<file path="config.mk">
export PLATFORM = sky130hd
export DESIGN_NAME = mcast_inport
export DESIGN_NICKNAME = d
export VERILOG_FILES = /design/src/rtl/mcast_inport_pkg.sv /design/src/rtl/mcast_ibuf.sv /design/src/rtl/mcast_inport.sv
export SDC_FILE = /design/constraint.sdc
export NUM_CORES = 1
export LEC_CHECK = 0
export CAP_MARGIN = 20
export CELL_PAD_IN_SITES_DETAIL_PLACEMENT = 1
export CELL_PAD_IN_SITES_GLOBAL_PLACEMENT = 1
export CORE_UTILIZATION = 54
export DETAILED_ROUTE_END_ITERATION = 8
export DONT_BUFFER_PORTS = 1
export PLACE_DENSITY = 0.84
export SYNTH_ARGS = -nofsm -noshare
export SYNTH_HDL_FRONTEND = slang
export SYNTH_SLANG_ARGS = --single-unit
</file>
<file path="constraint.sdc">
create_clock -name clk -period 5.2 [get_ports clk]
set_input_delay 0.78 -clock clk [delete_from_list [all_inputs] [get_ports clk]]
set_output_delay 0.78 -clock clk [all_outputs]
set_load 0.02 [all_outputs]
</file>
<file path="src/rtl/mcast_inport_pkg.sv">
// Shared types and constants for the multicast input-port controller.
package mcast_inport_pkg;

   localparam int unsigned NumPorts = 5;
   localparam int unsigned PortW    = 3;
   localparam int unsigned StatusW  = 2;

   typedef enum logic [1:0] {
      StIdle,
      StRoute,
      StSend,
      StDrop
   } mi_state_e;

   typedef struct packed {
      logic                head;
      logic                tail;
      logic [NumPorts-1:0] dst;
   } flit_meta_t;

   localparam int unsigned MetaW = $bits(flit_meta_t);

endpackage

</file>
<file path="src/rtl/mcast_ibuf.sv">
// Flit buffer: register array with one synchronous write port and one asynchronous read port.
module mcast_ibuf #(
   parameter int unsigned DEPTH = 8,
   parameter int unsigned W     = 39,
   localparam int unsigned AW   = $clog2(DEPTH)
) (
   input  logic          clk_i,
   input  logic          we_i,
   input  logic [AW-1:0] waddr_i,
   input  logic [W-1:0]  wdata_i,
   input  logic [AW-1:0] raddr_i,
   output logic [W-1:0]  rdata_o
);

   logic [W-1:0] mem_q [DEPTH];

   always_ff @(posedge clk_i) begin
      if (we_i) begin
         mem_q[waddr_i] <= wdata_i;
      end
   end

   assign rdata_o = mem_q[raddr_i];

endmodule

</file>
<file path="src/rtl/mcast_inport.sv">
// Input-port controller: buffers packets and replays each one once per destination port,
// lowest port first, freeing buffer space only after the final copy.
module mcast_inport
   import mcast_inport_pkg::*;
#(
   parameter int unsigned PORTID = 0,
   parameter int unsigned DEPTH  = 8,
   parameter int unsigned DW     = 32
) (
   input  logic                clk,
   input  logic                rst_,
   input  logic [DW-1:0]       in_data,
   input  logic                in_valid,
   input  logic                in_head,
   input  logic                in_tail,
   input  logic [NumPorts-1:0] dst_map,
   output logic                in_ready,
   output logic [PortW-1:0]    port,
   output logic                req,
   output logic [StatusW-1:0]  multab,
   input  logic [NumPorts-1:0] grt,
   output logic [DW-1:0]       out_data,
   output logic                out_valid
);

   localparam int unsigned PtrW = $clog2(DEPTH);
   localparam int unsigned CntW = PtrW + 1;
   localparam int unsigned EntW = DW + MetaW;

   if (PORTID >= NumPorts || DEPTH != (1 << PtrW)) begin : g_bad_param
      $error("mcast_inport: PORTID must be < 5 and DEPTH a power of two");
   end

   function automatic logic [PortW-1:0] lsb_index(input logic [NumPorts-1:0] m);
      lsb_index = '0;
      for (int i = NumPorts - 1; i >= 0; i--) begin
         if (m[i]) lsb_index = PortW'(i);
      end
   endfunction

   function automatic logic multi_dst(input logic [NumPorts-1:0] m);
      return |(m & (m - NumPorts'(1)));
   endfunction

   mi_state_e           state_q, state_d;
   logic [PtrW-1:0]     wr_ptr_q, wr_ptr_d;
   logic [PtrW-1:0]     pkt_ptr_q, pkt_ptr_d;
   logic [PtrW-1:0]     rd_ptr_q, rd_ptr_d;
   logic [CntW-1:0]     count_q, count_d;
   logic [NumPorts-1:0] pending_q, pending_d;
   logic [NumPorts-1:0] dmask_q, dmask_d;

   logic                wr_en;
   logic [PtrW-1:0]     rd_addr;
   logic [PtrW-1:0]     rd_off;
   logic                flit_avail;
   logic                xfer;
   logic                pkt_done;
   logic [CntW-1:0]     free_len;
   logic                is_multi;
   flit_meta_t          wr_meta;
   flit_meta_t          rd_meta;
   logic [EntW-1:0]     rd_ent;
   logic [DW-1:0]       rd_data;

   assign wr_meta = '{head: in_head, tail: in_tail, dst: (in_head ? dst_map : '0)};

   mcast_ibuf #(
      .DEPTH (DEPTH),
      .W     (EntW)
   ) u_ibuf (
      .clk_i   (clk),
      .we_i    (wr_en),
      .waddr_i (wr_ptr_q),
      .wdata_i ({in_data, wr_meta}),
      .raddr_i (rd_addr),
      .rdata_o (rd_ent)
   );

   assign rd_meta = rd_ent[MetaW-1:0];
   assign rd_data = rd_ent[EntW-1:MetaW];

   always_comb begin
      in_ready   = rst_ && (count_q < CntW'(DEPTH));
      wr_en      = in_valid && in_ready;
      rd_addr    = (state_q == StSend) ? rd_ptr_q : pkt_ptr_q;
      // Offset from the packet head rather than rd_ptr != wr_ptr, so a full buffer
      // (wr_ptr == pkt_ptr) still reports its flits as available.
      rd_off     = rd_ptr_q - pkt_ptr_q;
      flit_avail = {1'b0, rd_off} < count_q;
      is_multi   = multi_dst(dmask_q);
      req        = (state_q == StSend);
      port       = req ? lsb_index(pending_q) : '0;
      multab     = req ? {is_multi, ~is_multi} : '0;
      xfer       = rst_ && req && grt[port] && flit_avail;
      out_valid  = xfer;
      out_data   = xfer ? rd_data : '0;
   end

   always_comb begin
      state_d   = state_q;
      wr_ptr_d  = wr_ptr_q + PtrW'(wr_en);
      pkt_ptr_d = pkt_ptr_q;
      rd_ptr_d  = rd_ptr_q;
      pending_d = pending_q;
      dmask_d   = dmask_q;
      free_len  = '0;
      pkt_done  = 1'b0;

      unique case (state_q)
         StIdle: ;
         StRoute: begin
            pending_d = rd_meta.dst;
            dmask_d   = rd_meta.dst;
            rd_ptr_d  = pkt_ptr_q;
            // A stray non-head flit at the packet pointer is discarded like a zero mask.
            state_d   = (rd_meta.head && rd_meta.dst != '0) ? StSend : StDrop;
         end
         StSend: begin
            if (xfer) begin
               rd_ptr_d = rd_ptr_q + PtrW'(1);
               if (rd_meta.tail) begin
                  pending_d = pending_q & ~(NumPorts'(1) << port);
                  if (pending_d != '0) begin
                     rd_ptr_d = pkt_ptr_q;
                  end else begin
                     pkt_ptr_d = rd_ptr_q + PtrW'(1);
                     free_len  = {1'b0, rd_off} + CntW'(1);
                     pkt_done  = 1'b1;
                  end
               end
            end
         end
         StDrop: begin
            if (count_q != '0) begin
               pkt_ptr_d = pkt_ptr_q + PtrW'(1);
               free_len  = CntW'(1);
               pkt_done  = rd_meta.tail;
            end
         end
         default: state_d = StIdle;
      endcase

      count_d = count_q + CntW'(wr_en) - free_len;

      if (pkt_done || state_q == StIdle) begin
         state_d = (count_d != '0) ? StRoute : StIdle;
      end
   end

   always_ff @(posedge clk) begin
      if (!rst_) begin
         state_q   <= StIdle;
         wr_ptr_q  <= '0;
         pkt_ptr_q <= '0;
         rd_ptr_q  <= '0;
         count_q   <= '0;
         pending_q <= '0;
         dmask_q   <= '0;
      end else begin
         state_q   <= state_d;
         wr_ptr_q  <= wr_ptr_d;
         pkt_ptr_q <= pkt_ptr_d;
         rd_ptr_q  <= rd_ptr_d;
         count_q   <= count_d;
         pending_q <= pending_d;
         dmask_q   <= dmask_d;
      end
   end

endmodule

</file>
# After elaboration in Yosys (flattened, before gate mapping)

Memories as Yosys holds them, arrays and structs flattened.
Index checks and enable logic that the tools add are counted.

Register bits after elaboration: 25
Memory bits (writable): 312
Input port bits: 47
Output and inout port bits: 40
Logic and storage cells: 88
Memories kept: 1

Memories:

| name         | depth | bits a word | read ports | clocked after Yosys merged registers in | write ports | line             | source |
|---|---|---|---|---|---|---|---|
| u_ibuf.mem_q | 8     | 39          | 1          | 0                                       | 1           | mcast_ibuf.sv:15 | `logic [W-1:0] mem_q [DEPTH];` |

Add/sub/neg operators: 8
Order comparisons: 3
Equality and inequality tests: 6
Shift operators: 1
Multiplexer cells: 39
Bitwise logic cells: 4
Reduce and logical (&&, ||, !) cells: 19

Operator list:

| operator              | number |
|---|---|
| $mux W3               | 13 |
| $mux W32              | 1 |
| $mux W5               | 3 |
| $mux W4               | 3 |
| $pmux W3 S2           | 2 |
| $and A5 B5 Y5         | 2 |
| $mux W1               | 10 |
| $pmux W5 S2           | 1 |
| $reduce_bool A5 Y1    | 2 |
| $pmux W4 S2           | 1 |
| $reduce_bool A4 Y1    | 2 |
| $add A3 B1 Y3 const B | 2 |
| $logic_and A1 B1 Y1   | 6 |
| $mux W2               | 3 |
| $reduce_bool A2 Y1    | 3 |
| $not A5 Y5            | 1 |
| $reduce_or A5 Y1      | 1 |
| $shl A1 B3 Y5 const A | 1 |
| $sub A5 B1 Y5 const B | 1 |
| $add A3 B1 Y4 const B | 1 |
| $add A4 B1 Y4         | 1 |
| $eq A2 B2 Y1 const B  | 2 |
| $lt A3 B4 Y1          | 1 |
| $lt A3 B4 Y1 const B  | 1 |
| 15 further kinds      | 16 |

# Depth between registers and ports, before layout

Gate-level depths: netlist of the first run.

Word-level depth: 18
Depth in mapped cells: 23
Depth with buffers taken out: 22

# Modules after synthesis

A second synthesis of the first run with hierarchy kept.

Cells, all modules: 717
Area, all modules: 13849.5 µm²

By module, submodules not included:

| module       | times used | cells an instance | area an instance (µm²) |
|---|---|---|---|
| mcast_ibuf   | 1          | 464               | 11848.9 |
| mcast_inport | 1          | 253               | 2000.7 |

# Worst setup path before layout of the first run

No wires, ideal clock.

Kind: input port to flip-flop
From: input port rst_
To: memory u_ibuf.mem_q[0][0], enable pin
Library setup time: 0.484 ns
Arrival: 4.632 ns
Required time: 4.716 ns
Path slack: 0.084 ns
Cell stages on the path: 7
Cells stage by stage: clkbuf_1 clkinv_1 nor2_1 nand2_1 inv_1 nand2b_1 nor3_1

Longest elaborated chain between the ends: 4

Ends and longest elaborated chain:

| what                          | line               | source |
|---|---|---|
| start, declared               | mcast_inport.sv:11 | `input logic rst_,` |
| $logic_and A1 B1 Y1           | mcast_inport.sv:84 | `in_ready = rst_ && (count_q < CntW'(DEPTH));` |
| net in_ready                  | mcast_inport.sv:17 | `output logic in_ready,` |
| $logic_and A1 B1 Y1           | mcast_inport.sv:85 | `wr_en = in_valid && in_ready;` |
| $mux W1                       | mcast_ibuf.sv:18   | `if (we_i) begin` |
| $mux W1 (not written as such) | mcast_ibuf.sv:19   | `mem_q[waddr_i] <= wdata_i;` |
| end, declared                 | mcast_ibuf.sv:15   |  |

The timed path passes the listed nets, and every way through them passes these cells.

# Worst setup path in the final report of the first run

From: register rd_ptr_q[0]
To: register state_q[0]

Longest elaborated chain between the ends: 10

Ends and longest elaborated chain:

| what                   | line                | source |
|---|---|---|
| start, declared        | mcast_inport.sv:48  | `logic [PtrW-1:0] rd_ptr_q, rd_ptr_d;` |
| start signal, assigned | mcast_inport.sv:164 | `rd_ptr_q <= rd_ptr_d;` |
| $sub A3 B3 Y3          | mcast_inport.sv:89  | `rd_off = rd_ptr_q - pkt_ptr_q;` |
| $add A3 B1 Y4          | mcast_inport.sv:128 | `free_len = {1'b0, rd_off} + CntW'(1);` |
| $mux W4                | mcast_inport.sv:124 | `if (pending_d != '0) begin` |
| $mux W4                | mcast_inport.sv:122 | `if (rd_meta.tail) begin` |
| $mux W4                | mcast_inport.sv:120 | `if (xfer) begin` |
| $pmux W4 S2            | mcast_inport.sv:110 | `unique case (state_q)` |
| $sub A4 B4 Y4          | mcast_inport.sv:144 | `count_d = count_q + CntW'(wr_en) - free_len;` |
| $reduce_bool A4 Y1     | mcast_inport.sv:147 | `state_d = (count_d != '0) ? StRoute : StIdle;` |
| $mux W1                | mcast_inport.sv:147 |  |
| $mux W2                | mcast_inport.sv:146 | `if (pkt_done \|\| state_q == StIdle) begin` |
| end signal, assigned   | mcast_inport.sv:153 | `state_q <= StIdle;` |
| end signal, assigned   | mcast_inport.sv:161 | `state_q <= state_d;` |
| end, declared          | mcast_inport.sv:45  | `mi_state_e state_q, state_d;` |

Several ways; a longest one is shown, not always the timed one. The select of a mux whose other input is x is not followed.
A chain may end at the register's enable or synchronous reset.

==> results of run 1 <==
[placed cells by master (no fill, tap or decap), types with 3 or more instances in the layout]
cell type / n
a21oi_1: 54
o21ai_0: 12
clkbuf_1: 7
mux2i_1: 15
clkinv_1: 10
inv_1: 33
o21a_1: 5
nand2_1: 92
nor2_1: 20
clkbuf_16: 36
buf_4: 51
xnor2_1: 5
edfxtp_1: 312
a211oi_1: 33
a2111oi_0: 4
or3_1: 3
nand2b_1: 7
bufinv_16: 4
o32ai_1: 3
mux4_2: 66
ha_1: 14
dfxtp_1: 25
and2_1: 13
a31oi_1: 7
nand3_1: 5
a21o_1: 4
nor2b_1: 3
nor2_4: 6
nor4_1: 6
[registers in the layout, indices dropped and copies added, names as in the netlist]
name	count
pending_q	5
u_ibuf.mem_q	312
pkt_ptr_q	3
state_q	2
rd_ptr_q	3
wr_ptr_q	3
count_q	4
dmask_q	5
[cells by family (layout without fill, tap and decap cells)]
family	Yosys count	after routing
other cells	0	1
compound gates	138	138
simple gates	174	174
buf+inv	81	150
flops	337	337
mux	83	83
xor+xnor	8	8
fa+ha+maj	18	18
[worst max-delay path by stage]
stage / from / to / slack, ps / cells past startpoint
2_1_floorplan: rst_ / u_ibuf.mem_q[0][0]$_DFFE_PP_ / 80 / 7
3_3_place_gp: rd_ptr_q[0]$_SDFFE_PN0P_ / state_q[0]$_SDFFE_PN0P_ / 610 / 22
3_5_place_dp: rd_ptr_q[0]$_SDFFE_PN0P_ / state_q[0]$_SDFFE_PN0P_ / 280 / 23
4_1_cts: rd_ptr_q[0]$_SDFFE_PN0P_ / out_data[10] / 100 / 14
5_1_grt: rd_ptr_q[0]$_SDFFE_PN0P_ / state_q[0]$_SDFFE_PN0P_ / -100 / 23
6_report: rd_ptr_q[0]$_SDFFE_PN0P_ / state_q[0]$_SDFFE_PN0P_ / 200 / 23
[synthesized netlist by cell type (3+ instances only)]
cell type / n
nand2b_1: 7
nand3_1: 5
a21o_1: 4
or3_1: 3
nor4_1: 7
ha_1: 14
nor2_1: 27
a211oi_1: 33
o21ai_0: 12
a2111oi_0: 4
edfxtp_1: 312
buf_2: 17
nand2_1: 93
a31oi_1: 7
xnor2_1: 6
and2_1: 13
buf_4: 4
mux4_2: 66
o21a_1: 5
a21oi_1: 56
clkbuf_1: 19
nor2b_1: 3
inv_1: 33
mux2i_1: 15
dfxtp_1: 25
buf_6: 4
o32ai_1: 3
[routing by layer]
| layer | vias up | GRT usage (%) |
|---|---|---|
| li1 | 3372 | - |
| met1 | 4095 | 33.6 |
| met2 | 398 | 47.8 |
| met3 | 77 | 5.17 |
| met4 | 0 | 9.48 |
| met5 | - | 0 |
[worst register-to-register path, stage by stage, from the launching register on]
cell and delay, ps:
dfxtp_1 430, inv_1 130, ha_1 140, inv_1 50
fa_1 370, xnor2_1 230, xnor2_2 170, ha_1 290
a21oi_1 150, o21ai_0 100, a221oi_1 320, buf_4 200
nand3_1 160, nor2_2 210, a31o_2 170, ha_1 190
inv_1 90, ha_1 300, a21o_1 180, a21oi_1 250
xnor2_1 230, o31a_1 230, nor4_1 60, o32ai_1 250
[power by group]
group	switching, mW	internal [mW]	total [mW]	leakage [nW]
Clock	1.03	1.47	2.51	0.548
Combinational	0.762	0.539	1.30	1.80
Sequential	0.105	3.06	3.16	3.03
[area by class of cell]
| class | instances | area (µm²) |
|---|---|---|
| clock inverters | 19 | 208 |
| repair buffers | 53 | 423 |
| inverters | 35 | 131 |
| well taps | 330 | 413 |
| fillers | 2170 | 9450 |
| multi-input cells | 421 | 3760 |
| diodes | 1 | 2.50 |
| flip-flops and latches | 337 | 9870 |
| clock buffers | 43 | 927 |
[metrics by stage]
stage	worst slack [ps]	hold WS, ps	std cells	util [%]	power [mW]
3_3_place_gp	610	448	1176	57.9	4.39
4_1_cts	95.6	328	1238	62.4	6.98
6_report	200	336	1239	62.5	6.97
5_1_grt	-97.7	330	1239	62.5	7.18
2_1_floorplan	83.7	436	839	-	4.16
3_5_place_dp	275	473	1176	57.9	4.48
==> impl_metrics.tcl, run 1 <==
set metrics [dict create \
    wl_met2_mm 18.2 \
    synthMuxAreaShare_pct 12.0 \
    reg2reg_to "state_q[0]$_SDFFE_PN0P_" \
    path_buf_inv 4 \
    ctsResizeCount 0 \
    rsz0062_at_grt "yes" \
    avgSynthCellArea_um2 16.6 \
    antenna_found_initial 1 \
    crit_family "compound AO/OA/AOI/OAI gates" \
    cp_max_fo 9 \
    cts_setup_buffers 0 \
    hp-class "input pin to flop" \
    ios 87 \
    max_stage_delay_ps 430 \
    yosysWarnings 0 \
    viasPerCell 6.41 \
    async_reset_ff_share_pct 0 \
    rr_worst_depth 23 \
    ant_nets 0 \
    insertion_delay_ps 530 \
    synth_seq_cells 337 \
    vias 7942 \
    fin_skew_ps 22.6 \
    cts_tree "done" \
    cellPowerDensity_mw_per_mm2 443 \
    drc 0 \
    drt_iter0_markers 811 \
    num_rows 58 \
    clock_path_buffers 3 \
    critical_path_required_ps 5630 \
    crit_path_start_kind "flop" \
    setup-tns-final_ps 0 \
    met1_length_mm 13.3 \
    status "completed" \
    gp_congestion 0.814 \
    netlist_area_mm2 0.0139 \
    cts_sinks 337 \
    first_global_vias 8609 \
    syn-instance-count 839 \
    highest_layer "met4" \
    start_util_pct 55.2 \
    yosys.area_share.simple_pct 5.83 \
    overflow 0 \
    cp.arrival_ps 5430 \
    design_area_mm2 0.0157 \
    fmax_ghz 0.200 \
    synth_nets 902 \
    ys_seq_area_share_pct 71.1 \
    crit_slowest_cell "dfxtp_1" \
    r2r_setup_slack_ps 200 \
    worst_pin_slew_ps 951 \
    drt_pass1_iterations 5 \
    worst-setup-path-type "flop to flop" \
    holdPathEnd "u_ibuf.mem_q[5][27]$_DFFE_PP_" \
    yosysTopAreaCell "edfxtp_1" \
    place_area_mm2 0.0146 \
    synth_top_family_by_area "multiplexers" \
    wl_mm 34.7 \
    synth_enable_flop_cells 312 \
    cts_root_buf "clkbuf_16" \
    core_area_mm2 0.0252 \
    die_w_um 162 \
    grt_max_degree 61 \
    critPathCaptureType "flop" \
    cts.reportedPaths.clkPinSlew_ps 70 \
    hp-start "in_data[20]" \
    ys.flop_type "edfxtp_1" \
    max-cap-violations 0 \
    track_usage_pct 27.2 \
    setup_viol 0 \
    die-area_mm2 0.0264 \
    cts_buffers 35 \
    synth_compound_area_share_pct 6.30 \
    area_growth_syn_to_layout_pct 13.3 \
    ys_types 58 \
    synth_xor_xnor_area_share_pct 0.504 \
    netlist_top_cells_area "edfxtp_1 67%, mux4_2 11%, dfxtp_1 3.6%, nand2_1 2.5%, a21oi_1 2.0%" \
    finalCritPeriodShare_pct 96.2 \
    drive_gt1_share_pct 20.6 \
    h-tree-depth 2 \
    cpMostUsedCell "ha_1" \
    die_h_um 162 \
    hpwl_mm 19.9 \
    path_cells "inv_1 -> ha_1 -> inv_1 -> fa_1 -> xnor2_1 -> xnor2_2 -> ha_1 -> a21oi_1 -> o21ai_0 -> a221oi_1 -> buf_4 -> nand3_1 -> nor2_2 -> a31o_2 -> ha_1 -> inv_1 -> ha_1 -> a21o_1 -> a21oi_1 -> xnor2_1 -> o31a_1 -> nor4_1 -> o32ai_1" \
    wl_per_cell_um 28.0 \
    timing.rr.start "rd_ptr_q[0]$_SDFFE_PN0P_" \
    io_buffers 0 \
    hold_violations 0 \
    slew_viol_final 0 \
    leakage_nw 5.37 \
    synthAdderAreaFrac_pct 1.69 \
    grt_pass1_wl_mm 52.3 \
    fin_crit_ps 5000 \
    min_path_cells 0 \
    synth_top_area_share_pct 67.4 \
    max_slew_margin_pct 35.0 \
    cts_hold_buf 0 \
    fin_nets 946 \
    ir_worst_vdd_uv 331 \
    wl_met3_mm 2.34 \
]
No activity file was read; power rests on OpenSTA's default activity.
==> run 2: changes to the inputs <==
ABC_CLOCK_PERIOD_IN_PS = 5200   (was not set)
CAP_MARGIN = 0   (was 20)
CTS_CLUSTER_DIAMETER = 150   (was not set)
==> results of run 2 <==
The final DEF is identical to that of run 1; final timing and power are the same.
